$ cat src/rtl/noc_pkg.sv
// Shared packet layout and direction encoding for the NoC router output stage.
package noc_pkg;

  localparam int WIDTH    = 39;
  localparam int TYPE_MSB = 38;
  localparam int X_MSB    = 36;
  localparam int X_LSB    = 33;
  localparam int Y_MSB    = 32;
  localparam int Y_LSB    = 29;

  typedef struct packed {
    logic [1:0]  ptype;
    logic [3:0]  x;
    logic [3:0]  y;
    logic [28:0] payload;
  } packet_t;

  typedef enum logic [2:0] {
    DIR_LOCAL,
    DIR_UP,
    DIR_DOWN,
    DIR_LEFT,
    DIR_RIGHT
  } dir_e;

endpackage

$ cat src/rtl/noc_output_merge_rr_arb4.sv
// Four-way round-robin arbiter; search starts at rr_q, pointer moves past the winner on adv.
module rr_arb4 (
  input  logic       clk,
  input  logic       rst,
  input  logic [3:0] req,
  input  logic       en,
  input  logic       adv,
  output logic [3:0] gnt,
  output logic [1:0] gnt_idx
);
  logic [1:0] rr_q;
  logic [1:0] j;
  logic       found;

  always_comb begin
    found   = 1'b0;
    gnt_idx = rr_q;
    j       = '0;
    for (int k = 0; k < 4; k++) begin
      j = rr_q + 2'(k);
      if (!found && req[j]) begin
        found   = 1'b1;
        gnt_idx = j;
      end
    end
    gnt = (found && en) ? (4'b0001 << gnt_idx) : 4'b0000;
  end

  always_ff @(posedge clk or posedge rst) begin
    if (rst)      rr_q <= '0;
    else if (adv) rr_q <= gnt_idx + 2'd1;
  end

endmodule

$ cat src/rtl/noc_output_merge.sv
// Output-port merge: round-robin over four switch streams into a small FIFO, tagging the source.
// Optional per-input grant counters on stat_grants when NOC_MERGE_STATS_EN is defined.
module noc_output_merge #(
  parameter int WIDTH = noc_pkg::WIDTH,
  parameter int DEPTH = 2,
  parameter int NIN   = 4
) (
  input  logic               clk,
  input  logic               rst,
  input  logic [NIN-1:0]     in_valid,
  input  logic [NIN*WIDTH-1:0] in_data,
  output logic [NIN-1:0]     in_ready,
  output logic               out_valid,
  output logic [WIDTH-1:0]   out_data,
  output logic [1:0]         out_src,
  input  logic               out_ready
`ifdef NOC_MERGE_STATS_EN
  ,
  output logic [NIN*16-1:0]  stat_grants
`endif
);
  import noc_pkg::*;

  localparam int AW = (DEPTH > 1) ? $clog2(DEPTH) : 1;

  logic [NIN-1:0][WIDTH-1:0] in_arr;
  logic [DEPTH-1:0][WIDTH+1:0] mem_q;
  logic [AW:0]   count_q, count_d;
  logic [AW-1:0] rd_ptr_q, wr_ptr_q;
  logic [NIN-1:0] gnt;
  logic [1:0]    gnt_idx;
  logic          space, push, pop;

  assign in_arr = in_data;
  // Space comes from the registered count only, so a same-cycle pop never frees a slot.
  assign space  = count_q < (AW+1)'(DEPTH);

  rr_arb4 u_arb (
    .clk     (clk),
    .rst     (rst),
    .req     (in_valid),
    .en      (space & ~rst),
    .adv     (push),
    .gnt     (gnt),
    .gnt_idx (gnt_idx)
  );

  assign in_ready  = gnt;
  assign push      = |(in_valid & gnt);
  assign out_valid = (count_q != '0);
  assign pop       = out_valid & out_ready;
  assign {out_src, out_data} = mem_q[rd_ptr_q];

  always_comb begin
    count_d = count_q;
    if (push && !pop)      count_d = count_q + 1'b1;
    else if (pop && !push) count_d = count_q - 1'b1;
  end

  always_ff @(posedge clk or posedge rst) begin
    if (rst) begin
      count_q  <= '0;
      rd_ptr_q <= '0;
      wr_ptr_q <= '0;
      mem_q    <= '0;
    end else begin
      count_q <= count_d;
      if (push) begin
        mem_q[wr_ptr_q] <= {gnt_idx, in_arr[gnt_idx]};
        wr_ptr_q        <= wr_ptr_q + 1'b1;
      end
      if (pop) rd_ptr_q <= rd_ptr_q + 1'b1;
    end
  end

`ifdef NOC_MERGE_STATS_EN
  for (genvar i = 0; i < NIN; i++) begin : g_stat
    logic [15:0] cnt_q;
    always_ff @(posedge clk or posedge rst) begin
      if (rst)                                    cnt_q <= '0;
      else if (push && gnt[i] && cnt_q != 16'hFFFF) cnt_q <= cnt_q + 16'd1;
    end
    assign stat_grants[i*16 +: 16] = cnt_q;
  end
`endif

  a_onehot: assert property (@(posedge clk) disable iff (rst) $onehot0(in_ready));
  a_count:  assert property (@(posedge clk) disable iff (rst) count_q <= (AW+1)'(DEPTH));
  for (genvar i = 0; i < NIN; i++) begin : g_hold
    a_hold: assert property (@(posedge clk) disable iff (rst)
      (in_valid[i] && !in_ready[i]) |=> (!in_valid[i] || $stable(in_data[i*WIDTH +: WIDTH])));
  end

endmodule

$ cat config.mk
export PLATFORM = sky130hd
export DESIGN_NAME = noc_output_merge
export DESIGN_NICKNAME = d
export VERILOG_FILES = /design/src/rtl/noc_pkg.sv /design/src/rtl/noc_output_merge_rr_arb4.sv /design/src/rtl/noc_output_merge.sv
export SDC_FILE = /design/constraint.sdc
export NUM_CORES = 1
export LEC_CHECK = 0
export BUFFER_PORTS_ARGS = -buffer_cell sky130_fd_sc_hd__buf_4
export CORE_MARGIN = 4
export CORE_UTILIZATION = 44
export DETAILED_ROUTE_END_ITERATION = 7
export PLACE_DENSITY = 0.85
export SLEW_MARGIN = 20
export SYNTH_ARGS = -nofsm -noshare
export SYNTH_HDL_FRONTEND = slang
export SYNTH_SLANG_ARGS = --single-unit
export TNS_END_PERCENT = 20
$ cat constraint.sdc
create_clock -name clk -period 3.35 [get_ports clk]
set_input_delay 1.005 -clock clk [delete_from_list [all_inputs] [get_ports clk]]
set_output_delay 1.005 -clock clk [all_outputs]
set_load 0.01 [all_outputs]
# [Word level (Yosys, flattened, before mapping)]
# Index checks and enable logic that the tools add are counted.
[op_classes] add_sub_neg=8 magnitude_cmp=9 shifts=1 mux=25 n_bitwise=4 n_reduce_logical=15
[ops] cell="$mux W41" n=3
[ops] cell="$bwmux W82" n=1
[ops] cell="$bmux W39 S2" n=1
[ops] cell="$demux W41 S1" n=1
[ops] cell="$mux W39" n=1
[ops] cell="$lt A2 B3 Y1 const B" n=5
[ops] cell="$mux W2" n=5
[ops] cell="$bmux W1 S2" n=4
[ops] cell="$mux W1" n=8
[ops] cell="$logic_and A1 B1 Y1" n=7
[ops] cell="$add A2 B1 Y2 const B" n=3
[ops] cell="$logic_not A1 Y1" n=5
[ops] cell="$add A2 B2 Y2 const B" n=2
[ops] cell="$and A4 B4 Y4" n=1
[ops] cell="$lt A1 B2 Y1 const B" n=2
[ops] cell="$mux W4" n=1
[ops] cell="$reduce_bool A2 Y1" n=2
[ops] cell="$reduce_or A4 Y1" n=1
[ops] cell="$shl A1 B2 Y4 const A" n=1
[ops] cell="$add A1 B1 Y1 const B" n=2
[ops] cell="$and A1 B1 Y1" n=2
[ops] cell="$lt A2 B2 Y1 const B" n=1
[ops] cell="$sub A2 B1 Y2 const B" n=1
[ops] cell="$ge A1 B1 Y1 const B" n=1
[ops] cell="$not A1 Y1" n=1
[totals] ff_bits=88 input_bits=163 out_inout_bits=46 elab_cells=68

# [Logic depth before layout (Yosys ltp)]
# Gate-level depths: netlist (run 1).
[depth] word_depth=20 mapped_depth=8 depth_no_buf=7

# [Hierarchy]
# From an unflattened synthesis (run 1), not the netlist that was laid out.
[unflattened] cells_unflattened=322 hier_area_um2=4939.7
[by_module_without_submodules] module="noc_output_merge" instances=1 cells_per_inst=288 area_each_um2=4685.7 seq_area_each_um2=2152.1
[by_module_without_submodules] module="rr_arb4" instances=1 cells_per_inst=34 area_each_um2=254.0 seq_area_each_um2=50.0

# [Worst setup path before layout (run 1)]
# OpenSTA, ideal clock, no wires.
[synth_timing] path_type="input port to output port" startpoint="in in_valid[2]" endpoint="out in_ready[0]" arrival_time_ns=2.110 slack_ns=0.235 path_stages=6 n_path_buf=2 cell_sequence="nor3b_1 a2111o_1 and2_4 buf_6 buf_6 nor2_1"
[synth_via] elab_chain_cells=14 elab_cells_between_ends=24
[synth_rtl] element="start: declaration" line_no="noc_output_merge.sv:10" rtl="input logic [NIN-1:0] in_valid,"
[synth_rtl] element="$bmux W1 S2" line_no="noc_output_merge_rr_arb4.sv:21" rtl="if (!found && req[j]) begin"
[synth_rtl] element="$mux W1 (implied by the code)" line_no="noc_output_merge_rr_arb4.sv:21"
[synth_rtl] element="$mux W1" line_no="noc_output_merge_rr_arb4.sv:21"
[synth_rtl] element="$logic_not A1 Y1" line_no="noc_output_merge_rr_arb4.sv:21"
[synth_rtl] element="$logic_and A1 B1 Y1" line_no="noc_output_merge_rr_arb4.sv:21"
[synth_rtl] element="$mux W1" line_no="noc_output_merge_rr_arb4.sv:21"
[synth_rtl] element="$logic_not A1 Y1" line_no="noc_output_merge_rr_arb4.sv:21"
[synth_rtl] element="$logic_and A1 B1 Y1" line_no="noc_output_merge_rr_arb4.sv:21"
[synth_rtl] element="$mux W1" line_no="noc_output_merge_rr_arb4.sv:21"
[synth_rtl] element="$logic_not A1 Y1" line_no="noc_output_merge_rr_arb4.sv:21"
[synth_rtl] element="$logic_and A1 B1 Y1" line_no="noc_output_merge_rr_arb4.sv:21"
[synth_rtl] element="$mux W2 or $mux W1 (tied branches)" line_no="noc_output_merge_rr_arb4.sv:21"
[synth_rtl] element="$shl A1 B2 Y4 or $logic_and A1 B1 Y1 (tied branches)" line_no="noc_output_merge_rr_arb4.sv:26" rtl="gnt = (found && en) ? (4'b0001 << gnt_idx) : 4'b0000;"
[synth_rtl] element="$mux W4 (*)" line_no="noc_output_merge_rr_arb4.sv:26"
[synth_rtl] element="end: declaration" line_no="noc_output_merge.sv:12" rtl="output logic [NIN-1:0] in_ready,"
# Mark *: on every way between the ends. The rest lies on a longest branch, timed or not. The select of a mux whose other input is x is not followed.

# [Worst setup path in the final report (run 1)]
[layout_timing] startpoint="in in_valid[1]" endpoint="out in_ready[3]"
# The elaborated chain is that of the path after synthesis.

==> reports/results.md, run 1 <==
| Metric | Reported | Unit |
|:---|:---|:---|
| Post-CTS resize count | 0 | - |
| Cell chain of the critical path | buf_4, nor4_1, or3_2, or2_2, nor2_1, buf_4 | - |
| Hold WC Path Type | flip-flop to flip-flop | - |
| Total power density per cell area | 879 | nW/um^2 |
| Filler cell count in the final layout | 914 | - |
| Met3 routed wirelength | 1.20 | mm |
| Synthesized instance count | 461 | - |
| Die outline width | 116 | um |
| Most used cells in the layout excluding fill and tap cells | sky130_fd_sc_hd__buf_4 (218), sky130_fd_sc_hd__dfrtp_1 (87), sky130_fd_sc_hd__mux2i_1 (75), sky130_fd_sc_hd__o221ai_1 (75), sky130_fd_sc_hd__nand2_1 (52) | - |
| Mean routed wirelength per cell | 18.9 | um |
| Count of cell types in the netlist | 36 | - |
| Worst setup slack for register-to-register paths | 1060 | ps |
| Die height | 116 | um |
| Standard-cell row count | 39 | - |
| I/O pins | 209 | - |
| Synthesis warning total | 0 | - |
| DRT iter0 DRCs | 309 | - |
| TritonCTS Buffers | 9 | - |
| Routed met2 length | 7.74 | mm |
| Cell area after technology mapping | 5100 | sq um |
| Initial antenna violation count | 0 | - |
| Pin count of the biggest net entering global routing | 49 | - |
| Initial Utilization | 44.9 | % |
| Total wire length after detailed routing | 15.0 | mm |
| Max Cap Viol | 0 | - |
| ANT cells | 0 | - |
| Hold Path Sink | mem_q[63]$_DFFE_PP0P_ | - |
| Setup bufs post-CTS | 0 | - |
| Simple-gate portion of the synthesized area | 6.20 | % |
| Latest clock arrival within the worst-skew pair | 320 | ps |
| Area of the core | 11400 | sq um |
| Met1 Wirelength | 5.76 | mm |
| Total via count after detailed routing | 4703 | - |
| Worst-Margin Slew | 936 | ps |
| Min-Delay Startpoint | mem_q[63]$_DFFE_PP0P_ | - |
| Worst VDD drop | 0.431 | mV |
| Clock Tree Root | sky130_fd_sc_hd__clkbuf_16 | - |
| Worst-case clock skew | 8.06 | ps |
| Number of pins with negative max-slew slack in the final report | 0 | - |
| Drt via density | 5.92 | - |
| RSZ-0062 raised after global routing | false | - |
| Leak Pwr | 3.35 | nW |
| Arithmetic-cell share of the synthesized area counting full adders, half adders and majority gates | 0.245 | % |
| Area growth from synthesis to layout | 37.5 | % |
| Highest-delay cell along the critical path | sky130_fd_sc_hd__or3_2 | - |
| Synth Area in Compound Gates | 18.7 | % |
| Post-detailed-placement half-perimeter wirelength | 10.3 | mm |
| Setup TNS | 0 | ps |
| Part of the Yosys area used for sequential elements | 43.2 | % |
| Critical path type | input pin to output pin | - |
| Clock tree from TritonCTS | done | - |
| Dominant combinational cell family by area after synthesis | multiplexers | - |
| Worst hold stages | 2 | - |
| Total grt overflow | 0 | - |
| Topmost layer with routed signal wires | met4 | - |
| Clock period minus worst slack | 3190 | ps |
| Number of buffer and inverter instances along the worst setup path | 2 | - |
| Data required, critical path | 2340 | ps |
| Number of global-route vias before repair | 5066 | - |
| Origin of the critical flop-to-flop path | u_arb.rr_q[1]$_DFFE_PP0P_ | - |
| Cell mode on critical path | sky130_fd_sc_hd__buf_4 | - |
| Antenna viol nets, final | 0 | - |
| Final Hold Viols | 0 | - |
| Synthesized area divided by synthesized cell count | 11.1 | sq um |
| Clock Pin Slew Worst Setup and Hold Paths | 60 | ps |
| Share of the synthesized netlist area taken by xor and xnor gates | 1.03 | % |
| Top delay family on crit path | simple AND/OR/NAND/NOR gates | - |
| Clock Path Buffers | 2 | - |
| Multiplexer share of the synthesized area | 25.0 | % |
| R2R Path End | mem_q[61]$_DFFE_PP0P_ | - |
| Largest stage delay on the critical path | 460 | ps |
| RD Place Congestion | 0.745 | - |
| Register bit total from synthesis | 88 | - |
| Critical path launch point type | input pin | - |
| CP arrival | 2190 | ps |
| Number of remaining DRC errors | 0 | - |
| Worst-case reg-to-reg path depth | 6 | - |
| Number of buffer cells added on primary ports | 208 | - |
| Fraction of final layout cells with drive strength greater than 1 | 45.3 | % |
| Post-synth net total | 625 | - |
| Category of the worst setup path capture point | output pin | - |
| Die outline area | 13400 | sq um |
| Final Setup Violations | 0 | - |
| Most common cell after layout, fill and taps aside | sky130_fd_sc_hd__buf_4 | - |
| Global-route wire length before repair | 23.7 | mm |
| Maximum fanout along the worst path | 6 | - |
| H-tree levels | 3 | - |
| Number of nets at the end of the flow | 811 | - |
| Total iterations of the first detailed-routing run | 5 | - |
| Overall Global Routing Usage | 21.9 | % |
| Highest achievable clock rate | 313 | MHz |
| Clock tree sinks | 88 | - |
| Post-CTS Hold Buffers | 0 | - |
| Final period util | 95.3 | % |
| Utilization after layout | 61.7 | % |
| Headroom to the max-slew limit | 37.6 | % |
| Run status | finished clean | - |
[where the power goes]
| group | switching (mW) | internal, mW |
|---|---|---|
| sequential | 0.341 | 1.56 |
| clock | 0.411 | 0.693 |
| combinational | 1.55 | 1.61 |
| total | 2.30 | 3.86 |
[stage by stage]
| step | setup WS, ps | hold slack [ps] | total power, mW | cells | cell area, sq um |
|---|---|---|---|---|---|
| floorplan | 66.4 | 440 | 3.96 | 461 | 5100 |
| global placement | 162 | 453 | 4.95 | 779 | 6690 |
| detailed placement | 152 | 467 | 5.09 | 779 | 6690 |
| CTS | 153 | 484 | 6.21 | 794 | 7020 |
| global route | 89.1 | 508 | 6.58 | 794 | 7020 |
| finish | 157 | 481 | 6.17 | 794 | 7020 |
[sequential cells by signal (all words and copies together) (netlist names)]
| register | cells |
|---|---|
| count_q | 2 |
| mem_q | 82 |
| rd_ptr_q | 1 |
| u_arb.rr_q | 2 |
| wr_ptr_q | 1 |
[worst min-delay path: cells and delay by family, from the launching register on]
family	cells	cell delay [ps]
DFF	1	340
AOI/OAI and AO/OA	1	60
and+or+nand+nor	1	50
[area by class of cell]
class	instances	area, sq um	share of cell area, %
multi-input combinational	326	2620	37.3
clock buffer	11	253	3.60
sequential	88	2200	31.4
inverter	2	8.76	0.125
tap	143	179	2.55
clock inverter	4	76.3	1.09
timing repair buffer	220	1680	23.9
[cell usage after synthesis, drive strengths merged]
| cell | count | share of area, % |
|---|---|---|
| a2111o | 1 | 0.22 |
| a21oi | 1 | 0.098 |
| and2 | 1 | 0.17 |
| buf | 18 | 3.5 |
| clkbuf | 27 | 2.0 |
| dfrtp | 88 | 43 |
| ha | 1 | 0.25 |
| inv | 2 | 0.15 |
| mux2 | 42 | 9.3 |
| mux2i | 78 | 16 |
| nand2 | 53 | 3.9 |
| nand2b | 1 | 0.12 |
| nand3 | 1 | 0.098 |
| nor2 | 8 | 0.74 |
| nor2b | 3 | 0.37 |
| nor3b | 1 | 0.15 |
| nor4 | 1 | 0.12 |
| o211ai | 1 | 0.15 |
| o21ai | 43 | 4.2 |
| o21bai | 1 | 0.15 |
| o221ai | 78 | 14 |
| o22ai | 1 | 0.12 |
| or2 | 3 | 0.37 |
| or3 | 1 | 0.12 |
| xnor2 | 4 | 0.69 |
| xor2 | 2 | 0.34 |
[cell families after synthesis]
family,count (synthesis)
simple gates,73
fa+ha+maj,1
flops,88
compound gates,126
xor+xnor,6
mux,120
buf+inv,47
[layer usage]
metal	GRT usage, %	vias to the layer above
li1	-	2135
met1	26.3	2313
met2	39.4	229
met3	4.65	26
met4	6.73	0
met5	0	-
[how the worst max path moves through the flow]
stage / cells past startpoint / endpoint / from / slack [ps]
detailed placement: 5 / in_ready[3] / rst / 150
global route: 6 / in_ready[1] / in_valid[3] / 90
global placement: 5 / in_ready[3] / rst / 160
CTS: 5 / in_ready[3] / rst / 150
finish: 6 / in_ready[3] / in_valid[1] / 160
floorplan: 1 / count_q[0]$_DFFE_PP0P_ / rst / 70
Note: power is estimated with default switching activity, not from simulation.
==> inputs of run 2 (changes only) <==
--- a/config.mk
+++ b/config.mk
@@ -5,9 +5,10 @@
 export SDC_FILE = /design/constraint.sdc
 export NUM_CORES = 1
 export LEC_CHECK = 0
+export ABC_AREA = 1
 export BUFFER_PORTS_ARGS = -buffer_cell sky130_fd_sc_hd__buf_4
 export CORE_MARGIN = 4
-export CORE_UTILIZATION = 44
+export CORE_UTILIZATION = 46
 export DETAILED_ROUTE_END_ITERATION = 7
 export PLACE_DENSITY = 0.85
 export SLEW_MARGIN = 20
==> reports/results.md, run 2 <==
| Metric | Reported | Unit | Change |
|:---|:---|:---|:---|
| Run status | finished clean | - |  |
| Die outline area | 15000 | sq um | +12% |
| Leading post-synthesis cells by instance count | sky130_fd_sc_hd__nand2_1 (610), sky130_fd_sc_hd__nand3_1 (174), sky130_fd_sc_hd__dfrtp_1 (88), sky130_fd_sc_hd__buf_2 (29), sky130_fd_sc_hd__clkbuf_1 (27) | - |  |
| Clock Pin Slew Worst Setup and Hold Paths | 60 | ps | about the same |
| Overall Global Routing Usage | 24.4 | % | +2.5 points |
| Fraction of final layout cells with drive strength greater than 1 | 23.4 | % | -22 points |
| Largest cells by area after synthesis | sky130_fd_sc_hd__nand2_1 (38%), sky130_fd_sc_hd__dfrtp_1 (37%), sky130_fd_sc_hd__nand3_1 (14%) | - |  |
| Area of the core | 12700 | sq um | +12% |
| Count of cell types in the netlist | 24 | - | -33% |
| Clock Tree Root | sky130_fd_sc_hd__clkbuf_16 | - |  |
| Worst-Margin Slew | 930 | ps | -5.54 ps |
| Die height | 122 | um | +5.9% |
| Maximum fanout along the worst path | 5 | - | -1 |
| Switching power | 4.70 | mW | +100% |
| Number of pins with negative max-slew slack in the final report | 0 | - | unchanged |
| Number of global-route vias before repair | 6369 | - | +26% |
| Headroom to the max-slew limit | 38.0 | % | +0.37 points |
| Area leader, netlist | sky130_fd_sc_hd__nand2_1 | - |  |
| I/O pins | 209 | - | unchanged |
| Critical path type | input pin to output pin | - |  |
| Placed instance area | 7600 | sq um | +14% |
| Category of the worst setup path capture point | output pin | - |  |
| Max Cap Viol | 0 | - | unchanged |
| ANT cells | 0 | - | unchanged |
| Number of buffer cells added on primary ports | 208 | - | unchanged |
| Total power density per cell area | 1130 | nW/um^2 | +28% |
| Die outline width | 122 | um | +5.9% |
| Area growth from synthesis to layout | 32.3 | % |  |
| TritonCTS Buffers | 9 | - | unchanged |
| Internal power summed over all cells | 4.28 | mW | +11% |
| H-tree levels | 3 | - | unchanged |
| Drt via density | 5.13 | - | -13% |
| CP arrival | 2260 | ps | +70 ps |
| Worst hold slack across all endpoints | 477 | ps | -4.22 ps |
| Leak Pwr | 4.76 | nW | +42% |
| DRT iter0 DRCs | 501 | - | +62% |
| Clock tree from TritonCTS | done | - |  |
| Highest achievable clock rate | 307 | MHz | -2.1% |
| Hold WC Path Type | flip-flop to flip-flop | - |  |
| Latest clock arrival within the worst-skew pair | 320 | ps | about the same |
| Synthesis warning total | 0 | - | unchanged |
| Standard-cell row count | 41 | - | +5.1% |
| Post-detailed-placement half-perimeter wirelength | 12.3 | mm | +20% |
| Initial antenna violation count | 0 | - | unchanged |
| Total via count after detailed routing | 6858 | - | +46% |
| Number of remaining DRC errors | 0 | - | unchanged |
| Largest registers | mem_q: 82 flops, count_q: 2 flops, u_arb.rr_q: 2 flops | - |  |
| EDFF count, synth | 0 | - | unchanged |
| Most common cell after layout, fill and taps aside | sky130_fd_sc_hd__nand2_1 | - |  |
| Worst VDD drop | 0.601 | mV | +39% |
| Register containing the most flip-flops in the final layout | mem_q | - |  |
| Main flop type after synthesis | sky130_fd_sc_hd__dfrtp_1 | - |  |
| Part of the total power dissipated in the clock network | 11.9 | % | -6.0 points |
| Area share of the leading cell type in the synthesized netlist | 38.0 | % | -5.2 points |
| Synthesized area divided by synthesized cell count | 6.09 | sq um | -45% |
| Antenna viol nets, final | 0 | - | unchanged |
| Worst-case clock skew | 7.09 | ps | -0.973 ps |
| Max FFs per register | 82 | - | unchanged |
| Initial Utilization | 47.4 | % | +2.5 points |
| Number of standard cells in the final layout excluding fillers | 1336 | - | +68% |
| RD Place Congestion | 0.862 | - | +16% |
| Pin count of the biggest net entering global routing | 79 | - | +61% |
| Data required, critical path | 2340 | ps | about the same |
| Final Hold Viols | 0 | - | unchanged |
| Synthesized instance count | 990 | - | +110% |
| Part of the Yosys area used for sequential elements | 36.5 | % | -6.6 points |
| Worst setup slack for register-to-register paths | 690 | ps | -370 ps |
| Clock period minus worst slack | 3260 | ps | +68.4 ps |
| Cell with the most instances after synthesis | sky130_fd_sc_hd__nand2_1 | - |  |
| Utilization after layout | 62.7 | % | +0.97 points |
| Switching Fraction | 52.3 | % | +15 points |
| Final period util | 97.4 | % | +2.0 points |
| Critical path launch point type | input pin | - |  |
| Final Setup Violations | 0 | - | unchanged |
| Cell area after technology mapping | 6030 | sq um | +18% |
| Clock tree sinks | 88 | - | unchanged |
| Flop pwr share | 19.9 | % | -11 points |
| Mean routed wirelength per cell | 13.8 | um | -27% |
| Register bit total from synthesis | 88 | - | unchanged |
| Global-route wire length before repair | 29.7 | mm | +25% |
| Combinational share of power | 68.2 | % | +17 points |
| Total iterations of the first detailed-routing run | 7 | - | +2 |
| Placed insts | 1319 | - | +69% |
| Total grt overflow | 0 | - | unchanged |
| Setup TNS | 0 | ps | unchanged |
| Total wire length after detailed routing | 18.5 | mm | +23% |
| Share of flip-flops with an asynchronous set or reset | 100 | % | unchanged |
| Non-Filler Cell Area, Final | 7970 | sq um | +14% |
| Clock Path Buffers | 2 | - | unchanged |
| Post-synth net total | 1154 | - | +85% |
| Most used cells in the layout excluding fill and tap cells | sky130_fd_sc_hd__nand2_1 (604), sky130_fd_sc_hd__buf_4 (225), sky130_fd_sc_hd__nand3_1 (172) | - |  |
| Number of nets at the end of the flow | 1323 | - | +63% |
-- run 2: cell count changes in the layout (fill, tap and decap cells not counted), moves of 4 or more --
cell and delta:
sky130_fd_sc_hd__mux2_2 -42, sky130_fd_sc_hd__buf_4 +7, sky130_fd_sc_hd__inv_1 +10, sky130_fd_sc_hd__nand2_4 +4, sky130_fd_sc_hd__o221ai_1 -75, sky130_fd_sc_hd__nor2_1 -6, sky130_fd_sc_hd__nand2_2 +12, sky130_fd_sc_hd__nand2_1 +552
sky130_fd_sc_hd__mux2i_1 -75, sky130_fd_sc_hd__o21ai_0 -36, sky130_fd_sc_hd__nand3_1 +172
-- run 2: cell type report --
type	instances	area [sq um]
timing repair buffer	226	1710
tap	172	215
multi-input combinational	817	3460
fill	1250	4750
inverter	17	67.6
clock buffer	12	246
clock inverter	4	76.3
sequential	88	2200
-- run 2: per-stage QoR --
step                setup WS (ps)  total power [mW]
floorplan                    66.4              6.14
global placement              114              7.69
detailed placement           64.3              7.79
CTS                          61.3              8.90
global route                -10.3              9.90
finish                       88.3              8.98
-- run 2: worst max-delay path, stage by stage --
cell	delay, ps
sky130_fd_sc_hd__buf_4	120
sky130_fd_sc_hd__inv_1	70
sky130_fd_sc_hd__nand2_1	70
sky130_fd_sc_hd__nand3_1	100
sky130_fd_sc_hd__nand2_1	100
sky130_fd_sc_hd__nor2_4	160
sky130_fd_sc_hd__nand2_1	90
sky130_fd_sc_hd__nor2_2	150
sky130_fd_sc_hd__nor3_4	50
sky130_fd_sc_hd__inv_1	130
sky130_fd_sc_hd__nor3_1	60
sky130_fd_sc_hd__buf_4	140
-- run 2: power groups by stage --
stage          Sequential (mW)  Combinational [mW]  Clock, mW
6_report                  1.79                6.12       1.07
2_1_floorplan             1.72                4.41          0
3_3_place_gp              1.77                5.91          0
4_1_cts                   1.78                6.03       1.09
3_5_place_dp              1.79                6.00          0
5_1_grt                   1.84                6.92       1.14
-- run 2: final timing paths --
check	start	to	cells past startpoint
setup reg to reg	u_arb.rr_q[1]$_DFFE_PP0P_	mem_q[9]$_DFFE_PP0P_	14
hold reg to reg	mem_q[41]$_DFFE_PP0P_	mem_q[41]$_DFFE_PP0P_	2
min in group asynchronous	rst	mem_q[56]$_DFFE_PP0P_	2
setup / recovery	in_valid[1]	in_ready[2]	12
hold / removal	mem_q[41]$_DFFE_PP0P_	mem_q[41]$_DFFE_PP0P_	2
max in group asynchronous	rst	mem_q[70]$_DFFE_PP0P_	3
-- run 2: timing repair --
item | 4_1_cts | 5_1_grt
buffers inserted | 0 | 1
hold buffers | 0 | 0
setup endpoints to repair | 0 | 4
resized for setup | 0 | 12
-- run 2: metal layers --
metal	routed length, um	GRT usage, %	vias to the layer above
li1	-	-	3440
met1	7900	31.4	3148
met2	8780	41.6	250
met3	1530	5.16	20
met4	248	6.51	0
met5	0	0	-
-- run 2: cell families (layout without fill, tap and decap cells) --
| logic type | Yosys count | after routing | synth area share, % |
|---|---|---|---|
| simple gates | 805 | 805 | 55.1 |
| flops | 88 | 88 | 36.5 |
| buf+inv | 85 | 259 | 7.06 |
| compound gates | 8 | 8 | 0.664 |
| xor+xnor | 3 | 3 | 0.436 |
| fa+ha+maj | 1 | 1 | 0.208 |
